## src/rtl/toggle_port_scheduler_pkg.sv

```systemverilog
// Shared types and helpers for the toggle port scheduler.
package cva5_types;

  localparam int DEFAULT_DEPTH       = 8;
  localparam int DEFAULT_NUM_SOURCES = 3;
  localparam int DEFAULT_FIFO_DEPTH  = 2;

  localparam int ID_W = $clog2(DEFAULT_DEPTH);
  localparam int RR_W = $clog2(DEFAULT_NUM_SOURCES);

  typedef logic [ID_W-1:0] toggle_id_t;

  // Round-robin successor of a granted source index.
  function automatic int rr_next(input int idx, input int n);
    return (idx + 1) % n;
  endfunction

endpackage

```

## src/rtl/toggle_req_fifo.sv

```systemverilog
// Small flop-based FIFO buffering one requester's toggle IDs in arrival order.
module toggle_req_fifo
  import cva5_types::*;
#(
  parameter int FIFO_DEPTH = DEFAULT_FIFO_DEPTH,
  parameter int ID_W       = $clog2(DEFAULT_DEPTH),
  localparam int PTR_W     = $clog2(FIFO_DEPTH),
  localparam int CNT_W     = $clog2(FIFO_DEPTH) + 1
) (
  input  logic             clk,
  input  logic             rst,
  input  logic             flush,
  input  logic             push,
  input  logic             pop,
  input  logic [ID_W-1:0]  data_in,
  output logic [ID_W-1:0]  data_out,
  output logic [CNT_W-1:0] count
);

  logic [ID_W-1:0]  mem [FIFO_DEPTH];
  logic [PTR_W-1:0] wr_ptr;
  logic [PTR_W-1:0] rd_ptr;

  // Pointer and occupancy bookkeeping; flush empties the buffer in one edge.
  always_ff @(posedge clk or negedge rst) begin
    if (!rst) begin
      wr_ptr <= '0;
      rd_ptr <= '0;
      count  <= '0;
    end else if (flush) begin
      wr_ptr <= '0;
      rd_ptr <= '0;
      count  <= '0;
    end else begin
      if (push) wr_ptr <= wr_ptr + PTR_W'(1);
      if (pop)  rd_ptr <= rd_ptr + PTR_W'(1);
      count <= count + CNT_W'(push) - CNT_W'(pop);
    end
  end

  // Entry storage carries no reset; the head is only observed when count != 0.
  always_ff @(posedge clk) begin
    if (push && !flush) mem[wr_ptr] <= data_in;
  end

  assign data_out = mem[rd_ptr];

endmodule

```

## src/rtl/toggle_port_scheduler.sv

```systemverilog
// Funnels toggle requests from several completion units onto the single
// toggle port of the toggle-bit memory, one request per cycle, round-robin.
module toggle_port_scheduler
  import cva5_types::*;
#(
  parameter int DEPTH       = DEFAULT_DEPTH,
  parameter int NUM_SOURCES = DEFAULT_NUM_SOURCES,
  parameter int FIFO_DEPTH  = DEFAULT_FIFO_DEPTH,
  localparam int IDW        = $clog2(DEPTH),
  localparam int SRC_W      = (NUM_SOURCES > 1) ? $clog2(NUM_SOURCES) : 1,
  localparam int CNT_W      = $clog2(FIFO_DEPTH) + 1
) (
  input  logic                            clk,
  input  logic                            rst,
  input  logic [NUM_SOURCES-1:0]          src_valid,
  input  logic [NUM_SOURCES-1:0][IDW-1:0] src_id,
  output logic [NUM_SOURCES-1:0]          src_ready,
  input  logic                            flush,
  output logic                            toggle,
  output logic [IDW-1:0]                  toggle_id,
  output logic                            idle
);

  logic [IDW-1:0]         heads  [NUM_SOURCES];
  logic [CNT_W-1:0]       counts [NUM_SOURCES];
  logic [NUM_SOURCES-1:0] nonempty;
  logic [NUM_SOURCES-1:0] push;
  logic [NUM_SOURCES-1:0] pop;
  logic [SRC_W-1:0]       rr_ptr;
  logic [SRC_W-1:0]       grant_idx;
  logic                   grant_vld;

  for (genvar i = 0; i < NUM_SOURCES; i++) begin : g_src
    // Ready depends only on the registered count, so a full FIFO stays
    // not-ready even in the cycle it is popped.
    assign src_ready[i] = (counts[i] != CNT_W'(FIFO_DEPTH)) & ~flush;
    assign push[i]      = src_valid[i] & src_ready[i];
    assign pop[i]       = toggle && (grant_idx == SRC_W'(i));
    assign nonempty[i]  = (counts[i] != '0);

    toggle_req_fifo #(
      .FIFO_DEPTH (FIFO_DEPTH),
      .ID_W       (IDW)
    ) u_fifo (
      .clk      (clk),
      .rst      (rst),
      .flush    (flush),
      .push     (push[i]),
      .pop      (pop[i]),
      .data_in  (src_id[i]),
      .data_out (heads[i]),
      .count    (counts[i])
    );
  end

  // Round-robin search over non-empty FIFOs starting at rr_ptr, wrapping.
  always_comb begin
    int idx;
    grant_vld = 1'b0;
    grant_idx = '0;
    idx       = 0;
    for (int k = 0; k < NUM_SOURCES; k++) begin
      idx = (int'(rr_ptr) + k) % NUM_SOURCES;
      if (!grant_vld && nonempty[idx]) begin
        grant_vld = 1'b1;
        grant_idx = SRC_W'(idx);
      end
    end
  end

  // Drive the memory port; flush suppresses the strobe for its cycle.
  always_comb begin
    toggle    = grant_vld & ~flush;
    toggle_id = toggle ? heads[grant_idx] : '0;
  end

  // Idle reflects registered occupancy of every FIFO.
  always_comb begin
    idle = 1'b1;
    for (int i = 0; i < NUM_SOURCES; i++) begin
      if (nonempty[i]) idle = 1'b0;
    end
  end

  // Priority pointer moves just past the source that was served.
  always_ff @(posedge clk or negedge rst) begin
    if (!rst) begin
      rr_ptr <= '0;
    end else if (flush) begin
      rr_ptr <= '0;
    end else if (toggle) begin
      rr_ptr <= SRC_W'(rr_next(int'(grant_idx), NUM_SOURCES));
    end
  end

endmodule

```

## config.mk

```make
export PLATFORM = sky130hd
export DESIGN_NAME = toggle_port_scheduler
export DESIGN_NICKNAME = d
export VERILOG_FILES = /design/src/rtl/toggle_port_scheduler_pkg.sv /design/src/rtl/toggle_req_fifo.sv /design/src/rtl/toggle_port_scheduler.sv
export SDC_FILE = /design/constraint.sdc
export NUM_CORES = 1
export LEC_CHECK = 0
export ABC_AREA = 1
export BUFFER_PORTS_ARGS = -buffer_cell sky130_fd_sc_hd__buf_4
export CORE_MARGIN = 5
export CORE_UTILIZATION = 50
export CTS_BUF_LIST = sky130_fd_sc_hd__clkbuf_4
export DETAILED_ROUTE_END_ITERATION = 6
export HOLD_SLACK_MARGIN = 0.12
export PLACE_DENSITY = 0.81
export SYNTH_ARGS = -nofsm -noshare
export SYNTH_HDL_FRONTEND = slang
export SYNTH_SLANG_ARGS = --single-unit
```

## constraint.sdc

```tcl
create_clock -name clk -period 3 [get_ports clk]
set_input_delay 0.9 -clock clk [delete_from_list [all_inputs] [get_ports clk]]
set_output_delay 0.9 -clock clk [all_outputs]
set_load 0.01 [all_outputs]
```

==> flow_summary.yaml, run 1 <==
run_status:
  violations: "setup timing"
  status: "finished with violations"
clock_network:
  clk_pin_slew_ns: 0.10
  cts-buffers-inserted: 5
  clock-sinks: 32
  cts_htree_levels: 2
  cts_tree: "built"
  clock-root-buffer: "clkbuf_4"
  clock_latency_ns: 0.34
  clockBufferDepth: 2
logic_synthesis:
  syn_nets: 203
  yosys_warnings: 0
  ys_seq_elements: 32
  synth_ff_type: "edfxtp_1"
  yosys.cell_types.count: 29
  yosys.area.top_type_share_pct: 30.1
  synth_edf_count: 18
  synth.cell_area_um2: 1800
  yosys.area.top_type: "edfxtp_1"
  synthArstFlopShare_pct: 43.8
  synth_common_cells: "21 x inv_1, 20 x nand3_1, 18 x edfxtp_1, 18 x nand2_1"
  yosysSeqAreaShare_pct: 49.6
  netlist_top_cells_area: "edfxtp_1 30%, dfrtp_1 19%, ha_1 6.3%"
  syn_area_per_cell_um2: 10.0
  synth_most_common_cell: "inv_1"
  netlist_instances: 179
setup_path:
  r2r-start: "rr_ptr[1]$_DFFE_PN0P_"
  critical-path-max-stage-delay_ns: 0.45
  rr_worst_depth: 18
  ff2ff_setup_slack_ns: 0.37
  path_class: "register to output port"
  required_ns: 2.10
  rr_endpoint: "g_src[1].u_fifo.count[1]$_DFF_PN0_"
  cp_slowest_cell: "dfrtp_2"
  crit_path_start_kind: "register"
  crit_chain: "inv_2 > ha_4 > buf_4 > nand2_1 > nand2_4 > nand3_4 > nand2_4 > nand2_4 > inv_4 > nand3_1 > a21oi_2 > buf_4"
  crit_path_max_fanout: 6
  critPathArrivalTime_ns: 2.16
  crit_family: "simple AND/OR/NAND/NOR gates"
  worst_path_most_repeated_cell: "nand2_4"
  cp-end-kind: "output port"
  worst-path-buf-inv: 4
route:
  wl_um: 4070
  antenna_left: 0
  via_per_inst: 5.25
  vias: 1424
  avgRoutedWirePerCell_um: 15.0
  drt_iter0_markers: 55
  route.detailed.drc: 0
  drt-pass1-iter-count: 4
finish:
  nFillCells: 234
  drive_above_1_share_pct: 47.6
  fin_util_pct: 69.6
  layout.nets: 248
  syn_to_final_growth_pct: 32.2
  n_antenna_cell: 0
die:
  core_um2: 3420
  dieArea_um2: 4890
  die_x_um: 69.9
  io_pins: 23
  placementRows: 21
  fp.dieH_um: 69.9
  initial_core_util_pct: 52.6
timing:
  tns_ns: -0.168
  fin_ws_ns: -0.0587
  drv_slew: 0
  worst_pin_slew_ns: 0.353
  relSlewSlack_pct: 76.3
  hold_ws_ns: 0.391
  grt_setup_unrepaired: "true"
  fin_skew_ns: 0.00321
  finalSetupViolations: 3
  fin_crit_ns: 3.06
  finalCritPeriodShare_pct: 102
  fmax_ghz: 0.327
  hold_violations: 0
placed_design:
  place_hpwl_um: 2510
  io_buffers: 22
  gp_congestion: 0.819
power:
  p_seq_share_pct: 22.8
  swShare_pct: 47.5
  powerDensity_nw_per_um2: 1150
  power.share.combinational_pct: 68.3
  vdd_ir_drop_max_uv: 608
  pwr-share-clk_pct: 8.9
  intPower_w: 0.00143
  switchingPower_w: 0.00130
  p_leak_nw: 1.07
grt:
  grt_max_degree: 15
  grt_pass1_wl_um: 5930
  grtUsageTotal_pct: 15.4
  grt_pass1_vias: 1362
  grt_overflow: 0
  antenna_found_initial: 0
min_path:
  worstHoldPathType: "input port to asynchronous set/reset pin"
run:
  cap_violations: 0
[per-layer routing]
metal / GRT usage, % / vias to the layer above / share of wire (%)
met5: 0 / - / 0
met4: 5.11 / 0 / 2.4
met3: 4.73 / 10 / 7.3
met2: 27.2 / 67 / 51
met1: 17.5 / 658 / 39
li1: - / 689 / -
[flip-flops by register name, summed over array words and instances (netlist names)]
name / flops
g_src.u_fifo.mem: 18
g_src.u_fifo.count: 6
g_src.u_fifo.rd_ptr: 3
rr_ptr: 2
g_src.u_fifo.wr_ptr: 3
[power by group through the flow]
stage | logic [W] | registers [W] | clock network [W]
detailed placement | 0.00127 | 0.000626 | 0
global placement | 0.00125 | 0.000621 | 0
global route | 0.00200 | 0.000633 | 0.000268
finish | 0.00186 | 0.000623 | 0.000242
CTS | 0.00153 | 0.000621 | 0.000245
floorplan | 0.000997 | 0.000607 | 0
[placed cells by master (no fill, tap or decap), types with 4 or more instances in the layout]
cell type / Yosys / final
buf_4: 0 / 38
nor2_1: 14 / 13
clkbuf_4: 0 / 5
inv_1: 21 / 17
nand3_2: 5 / 11
nand2_4: 5 / 10
inv_2: 5 / 5
nand2_2: 9 / 9
ha_1: 9 / 7
o21ai_0: 4 / 4
mux2i_1: 6 / 6
edfxtp_1: 18 / 18
dfrtp_1: 14 / 13
nand3_1: 20 / 12
nand2_1: 18 / 13
[logic make-up after synthesis]
| logic type | count (synthesis) | share of synthesized area (%) |
|---|---|---|
| compound gates | 13 | 3.83 |
| xor+xnor | 6 | 2.93 |
| fa+ha+maj | 9 | 6.27 |
| buf+inv | 30 | 6.69 |
| flops | 32 | 49.6 |
| mux | 9 | 5.22 |
| simple gates | 80 | 25.5 |
[metrics by stage]
| stage | area [um2] | setup WS, ns | power (W) | cells |
|---|---|---|---|---|
| after floorplan | 1800 | 0.415 | 0.00160 | 179 |
| after global placement | 2020 | 0.314 | 0.00187 | 246 |
| after detailed placement | 2020 | 0.272 | 0.00189 | 246 |
| after CTS | 2220 | -0.0192 | 0.00240 | 262 |
| after global routing | 2380 | -0.215 | 0.00291 | 271 |
| final | 2380 | -0.0587 | 0.00273 | 271 |
[area by class of cell]
class,instances,area [um2],share of cell area (%)
multi-input cells,117,935,39.3
well taps,46,57.6,2.42
repair buffers,40,308,13.0
inverters,28,128,5.37
flip-flops and latches,32,892,37.5
clock buffers,5,37.5,1.58
clock inverters,3,18.8,0.790
[what timing repair did]
item / 4_1_cts / 5_1_grt
pin swaps: 11 / 13
endpoints found under the setup margin: 3 / 4
gates resized for setup: 21 / 21
hold buffers: 0 / 0
buffers inserted: 8 / 9
[worst max-delay path by stage]
| stage | start | end | cells past startpoint |
|---|---|---|---|
| detailed placement | rr_ptr[0]$_DFFE_PN0P_ | toggle_id[2] | 12 |
| finish | rr_ptr[1]$_DFFE_PN0P_ | toggle_id[1] | 12 |
| floorplan | rr_ptr[0]$_DFFE_PN0P_ | toggle_id[0] | 11 |
| global placement | rr_ptr[1]$_DFFE_PN0P_ | toggle_id[2] | 14 |
| CTS | rr_ptr[1]$_DFFE_PN0P_ | toggle_id[2] | 15 |
| global route | rr_ptr[0]$_DFFE_PN0P_ | toggle_id[2] | 12 |
No activity file was read; power rests on OpenSTA's default activity.
==> inputs of run 2 (changes only) <==
--- a/config.mk
+++ b/config.mk
@@ -6,13 +6,14 @@
 export NUM_CORES = 1
 export LEC_CHECK = 0
 export ABC_AREA = 1
-export BUFFER_PORTS_ARGS = -buffer_cell sky130_fd_sc_hd__buf_4
 export CORE_MARGIN = 5
 export CORE_UTILIZATION = 50
 export CTS_BUF_LIST = sky130_fd_sc_hd__clkbuf_4
 export DETAILED_ROUTE_END_ITERATION = 6
+export DONT_BUFFER_PORTS = 1
+export GPL_ROUTABILITY_DRIVEN = 0
 export HOLD_SLACK_MARGIN = 0.12
-export PLACE_DENSITY = 0.81
+export PLACE_DENSITY = 0.76
 export SYNTH_ARGS = -nofsm -noshare
 export SYNTH_HDL_FRONTEND = slang
 export SYNTH_SLANG_ARGS = --single-unit
==> flow_summary.yaml, run 2 (synthesis gave the netlist of run 1 again) <==
setup_path:
  crit_path_start_kind: "register"
  path_class: "register to output port"
  crit_path_max_fanout: 6
  cp-end-kind: "output port"
  critPathArrivalTime_ns: 2.16
  required_ns: 2.10
route:
  met2_length_um: 2340
  drt-pass1-iter-count: 4
  route.met3.wl_um: 299
  vias: 1387
  route.detailed.drc: 0
  antenna_left: 0
  drt_iter0_markers: 89
  via_per_inst: 5.76
  topRoutingLayerUsed: "met4"
  avgRoutedWirePerCell_um: 18.1
  wl_um: 4360
  wl_met1_um: 1550
run:
  cap_violations: 0
placed_design:
  place_hpwl_um: 2700
  dp.cells: 224
  io_buffers: 0
  dp_slack_ns: 0.206
die:
  dieArea_um2: 4890
  die_x_um: 69.9
  fp.dieH_um: 69.9
  core_um2: 3420
  io_pins: 23
  placementRows: 21
  initial_core_util_pct: 52.6
finish:
  largestRegisters: "g_src.u_fifo.mem: 18 flops, g_src.u_fifo.count: 6 flops"
  fin_cells: 241
  regMostFlops: "g_src.u_fifo.mem"
  layout.nets: 218
  syn_to_final_growth_pct: 25.4
  drive_above_1_share_pct: 39.0
  final_cell_mix: "18 x inv_1, 18 x edfxtp_1, 14 x nor2_1, 14 x dfrtp_1"
  n_antenna_cell: 0
  largest_reg_flops: 18
power:
  powerDensity_nw_per_um2: 1240
  power.total_w: 0.00279
  p_leak_nw: 0.936
  vdd_ir_drop_max_uv: 463
run_status:
  violations: "setup timing"
  status: "finished with violations"
grt:
  grt_pass1_vias: 1435
  grt_max_degree: 15
  grtUsageTotal_pct: 16.5
  grt_overflow: 0
  antenna_found_initial: 0
  grt_pass1_wl_um: 6350
timing:
  worst_pin_slew_ns: 0.596
  hold_violations: 0
  fin_skew_ns: 0.0158
  fmax_ghz: 0.327
  grt_setup_unrepaired: "true"
  finalSetupViolations: 3
  drv_slew: 0
  tns_ns: -0.159
  fin_ws_ns: -0.0567
  fin_crit_ns: 3.06
  relSlewSlack_pct: 59.9
  finalCritPeriodShare_pct: 102
clock_network:
  clock-root-buffer: "clkbuf_4"
  cts-buffers-inserted: 5
  cts_tree: "built"
  cts_htree_levels: 2
  clk_pin_slew_ns: 0.11
  clock_latency_ns: 0.35
  clock-sinks: 32
  hold_buffers: 0
  clockBufferDepth: 2
min_path:
  worstHoldPathType: "input port to asynchronous set/reset pin"
-- run 2: layer usage --
| metal | global-route usage [%] | vias up |
|---|---|---|
| met5 | 0 | - |
| met4 | 10.0 | 0 |
| met3 | 5.31 | 15 |
| met2 | 28.9 | 58 |
| met1 | 17.0 | 686 |
| li1 | - | 628 |
-- run 2: worst max-delay path, cell delays in order (launching register included) --
cell and delay, ns:
dfrtp_1 0.42, inv_2 0.08, ha_4 0.31, inv_4 0.06, nor2_1 0.12, nand2_1 0.11
nand2_4 0.12, nand4_4 0.14, nand2_8 0.16, nand3_4 0.10, a21oi_4 0.19
-- run 2: timing repair --
item / in CTS / in global routing
gates resized for setup: 23 / 32
setup buffers: 5 / 4
setup endpoints to repair: 3 / 4
pin swaps: 10 / 14
endpoints found under the hold margin: 0 / 0
-- run 2: final cells by class --
type | instances | area, um2
clock buffer | 6 | 45.0
clock inverter | 2 | 11.3
fill | 260 | 1160
inverter | 28 | 138
multi-input combinational | 117 | 1040
sequential | 32 | 891
tap | 46 | 57.6
timing repair buffer | 10 | 75.1
-- run 2: worst paths after layout --
path	startpoint	endpoint	slack, ns	cells past startpoint
min in group clk	g_src[0].u_fifo.wr_ptr$_DFFE_PN0P_	g_src[0].u_fifo.wr_ptr$_DFFE_PN0P_	0.52	1
setup / recovery	rr_ptr[0]$_DFFE_PN0P_	toggle_id[1]	-0.06	10
hold / removal	rst	g_src[0].u_fifo.rd_ptr$_DFFE_PN0P_	0.23	0
setup reg to reg	rr_ptr[0]$_DFFE_PN0P_	g_src[1].u_fifo.count[1]$_DFF_PN0_	0.28	17
max in group asynchronous	rst	rr_ptr[0]$_DFFE_PN0P_	2.69	0
hold reg to reg	g_src[0].u_fifo.wr_ptr$_DFFE_PN0P_	g_src[0].u_fifo.wr_ptr$_DFFE_PN0P_	0.52	1
-- run 2: report_power, final --
group          internal [W]  switching, W
clock             0.0000980      0.000152
combinational      0.000694       0.00122
sequential         0.000547     0.0000740
total               0.00134       0.00145
-- run 2: stage by stage --
step           util [%]  hold WS [ns]  instance area (um2)
2_1_floorplan         -         0.483                 1800
3_3_place_gp       54.3         0.503                 1850
3_5_place_dp       54.3         0.517                 1850
4_1_cts            60.0         0.231                 2050
5_1_grt            66.0         0.186                 2250
6_report           66.0         0.226                 2250
==> inputs of run 3 (changes only) <==
--- a/config.mk
+++ b/config.mk
@@ -5,7 +5,7 @@
 export SDC_FILE = /design/constraint.sdc
 export NUM_CORES = 1
 export LEC_CHECK = 0
-export ABC_AREA = 1
+export ABC_AREA = 0
 export CORE_MARGIN = 5
 export CORE_UTILIZATION = 50
 export CTS_BUF_LIST = sky130_fd_sc_hd__clkbuf_4
==> flow_summary.yaml, run 3 <==
setup_path:
  crit_chain: "ha_4 > o2bb2ai_2 > nor2_2 > nor3_4 > o2bb2ai_4 > nand3_4 > o2bb2ai_2"
  r2r-start: "rr_ptr[1]$_DFFE_PN0P_"
  critPathLaunch: "rr_ptr[1]$_DFFE_PN0P_"
  path_class: "register to output port"
  crit_path_start_kind: "register"
  worst_path_most_repeated_cell: "o2bb2ai_2"
  cp_slowest_cell: "dfrtp_2"
  rr_worst_depth: 14
  crit_path_max_fanout: 9
  required_ns: 2.10
  critical-path-max-stage-delay_ns: 0.47
  cp-end-kind: "output port"
  critPathArrivalTime_ns: 2.25
clock_network:
  cts_htree_levels: 2
  hold_buffers: 0
  clock_latency_ns: 0.34
  clk_pin_slew_ns: 0.10
  cts-buffers-inserted: 5
  clockBufferDepth: 2
  clock-sinks: 32
  cts_tree: "built"
  clock-root-buffer: "clkbuf_4"
logic_synthesis:
  syn_nets: 167
  yosys.area.top_type_share_pct: 32.0
  ys_seq_elements: 32
  synthArstFlopShare_pct: 43.8
  synth_ff_type: "edfxtp_1"
  synth_most_common_cell: "edfxtp_1"
  synth.cell_area_um2: 1690
  yosys.area.top_type: "edfxtp_1"
  synth_common_cells: "18 x edfxtp_1, 15 x nor2_1, 14 x dfrtp_1, 14 x mux2i_1"
  synth_edf_count: 18
  netlist_instances: 143
  syn_area_per_cell_um2: 11.8
  yosys.cell_types.count: 35
  yosys_warnings: 0
  yosysSeqAreaShare_pct: 52.7
  netlist_top_cells_area: "edfxtp_1 32%, dfrtp_1 21%, mux2i_1 8.3%"
placed_design:
  dpl_cell_area_um2: 1750
  dp.cells: 188
  place_hpwl_um: 2280
  io_buffers: 0
run:
  cap_violations: 0
finish:
  fin_util_pct: 61.2
  syn_to_final_growth_pct: 19.7
  largestRegisters: "g_src.u_fifo.mem: 18 flops, g_src.u_fifo.count: 6 flops"
  largest_reg_flops: 18
  final_cell_mix: "18 x edfxtp_1, 13 x nor2_1, 13 x dfrtp_1, 12 x mux2i_1"
  layout.nets: 179
  n_antenna_cell: 0
  design_area_um2: 2030
  final_common_cell: "edfxtp_1"
  drive_above_1_share_pct: 26.3
  fin_cells: 202
  regMostFlops: "g_src.u_fifo.mem"
grt:
  grt_pass1_vias: 1214
  grt_pass1_wl_um: 5320
  busiest_layer: "met2"
  grt_max_degree: 20
  antenna_found_initial: 0
  grt_overflow: 0
  grtUsageMet1_pct: 16.7
  grtUsageTotal_pct: 16.2
  gr-usage-met2_pct: 28.5
  gr-usage-met3_pct: 6.24
timing:
  fmax_ghz: 0.317
  worst_pin_slew_ns: 0.518
  grt_setup_unrepaired: "true"
  fin_ws_ns: -0.151
  fin_crit_ns: 3.15
  fin_skew_ns: 0.0124
  relSlewSlack_pct: 65.3
  hold_violations: 0
  finalSetupViolations: 3
  finalCritPeriodShare_pct: 105
  drv_slew: 0
  tns_ns: -0.398
  hold_ws_ns: 0.238
die:
  core_um2: 3310
  fp.dieH_um: 68.2
  initial_core_util_pct: 51.1
  dieArea_um2: 4650
  placementRows: 21
  io_pins: 23
  die_x_um: 68.2
route:
  avgRoutedWirePerCell_um: 16.4
  antenna_left: 0
  drt-pass1-iter-count: 4
  wl_um: 3300
  vias: 1132
  drt_iter0_markers: 30
  route.detailed.drc: 0
  via_per_inst: 5.60
run_status:
  status: "finished with violations"
  violations: "setup timing"
power:
  powerDensity_nw_per_um2: 1150
  p_leak_nw: 0.807
  vdd_ir_drop_max_uv: 570
min_path:
  worstHoldPathType: "input port to asynchronous set/reset pin"
## run 3: cell types whose count changed after synthesis, moves of 8 or more
cell / before / now
inv_1: 21 / 9
nand3_1: 20 / 2
nand2_2: 9 / 0
nand2_1: 18 / 3
mux2i_1: 6 / 14
## run 3: metal layers
layer / vias up / wire (um)
met5: - / 0
met4: 0 / 74
met3: 10 / 237
met2: 34 / 1750
met1: 554 / 1240
li1: 534 / -
## run 3: critical path, delay by kind of cell (launching register included)
| family | cells | cell delay (ns) |
|---|---|---|
| AND/OR/NAND/NOR | 3 | 0.45 |
| adder cells (fa/ha/maj) | 1 | 0.36 |
| flip-flops | 1 | 0.47 |
| AO/OA/AOI/OAI | 3 | 0.63 |
## run 3: cells by family after synthesis
group | Yosys count | share of synthesized area, %
buffers and inverters | 12 | 2.74
AOI/OAI and AO/OA | 24 | 10.7
xor gates and xnor gates | 7 | 3.62
and+or+nand+nor | 45 | 15.4
adders and majority gates | 9 | 6.66
DFF | 32 | 52.7
muxes | 14 | 8.28
## run 3: path summary, 6_finish.rpt
kind	slack, ns	end
hold reg to reg	0.53	g_src[0].u_fifo.wr_ptr$_DFFE_PN0P_
hold / removal	0.24	g_src[2].u_fifo.count[1]$_DFF_PN0_
min in group clk	0.53	g_src[0].u_fifo.wr_ptr$_DFFE_PN0P_
setup reg to reg	0.11	g_src[0].u_fifo.count[1]$_DFF_PN0_
setup / recovery	-0.15	toggle_id[1]
max in group asynchronous	2.67	rr_ptr[1]$_DFFE_PN0P_
## run 3: power by group
part,total [W],switching (W),internal [W]
Clock,0.000322,0.000148,0.000174
Combinational,0.00136,0.000730,0.000630
Sequential,0.000641,0.0000843,0.000557
## run 3: repair_timing
item / CTS / global route
hold endpoints to repair: 0 / 0
resized for setup: 27 / 0
setup endpoints to repair: 4 / 3
setup buffers: 6 / 0
pin swaps: 5 / 0
## run 3: metrics by stage
| stage | power (W) | worst slack [ns] |
|---|---|---|
| floorplan | 0.00140 | 0.137 |
| global placement | 0.00154 | 0.0819 |
| detailed placement | 0.00159 | -0.0221 |
| CTS | 0.00229 | -0.0854 |
| global route | 0.00247 | -0.256 |
| finish | 0.00232 | -0.151 |
## run 3: area by class of cell
type / count / area, um2
flip-flops and latches: 32 / 892
inverters: 9 / 33.8
clock inverters: 3 / 42.5
multi-input cells: 99 / 898
fillers: 279 / 1280
clock buffers: 5 / 37.5
repair buffers: 8 / 63.8
well taps: 46 / 57.6
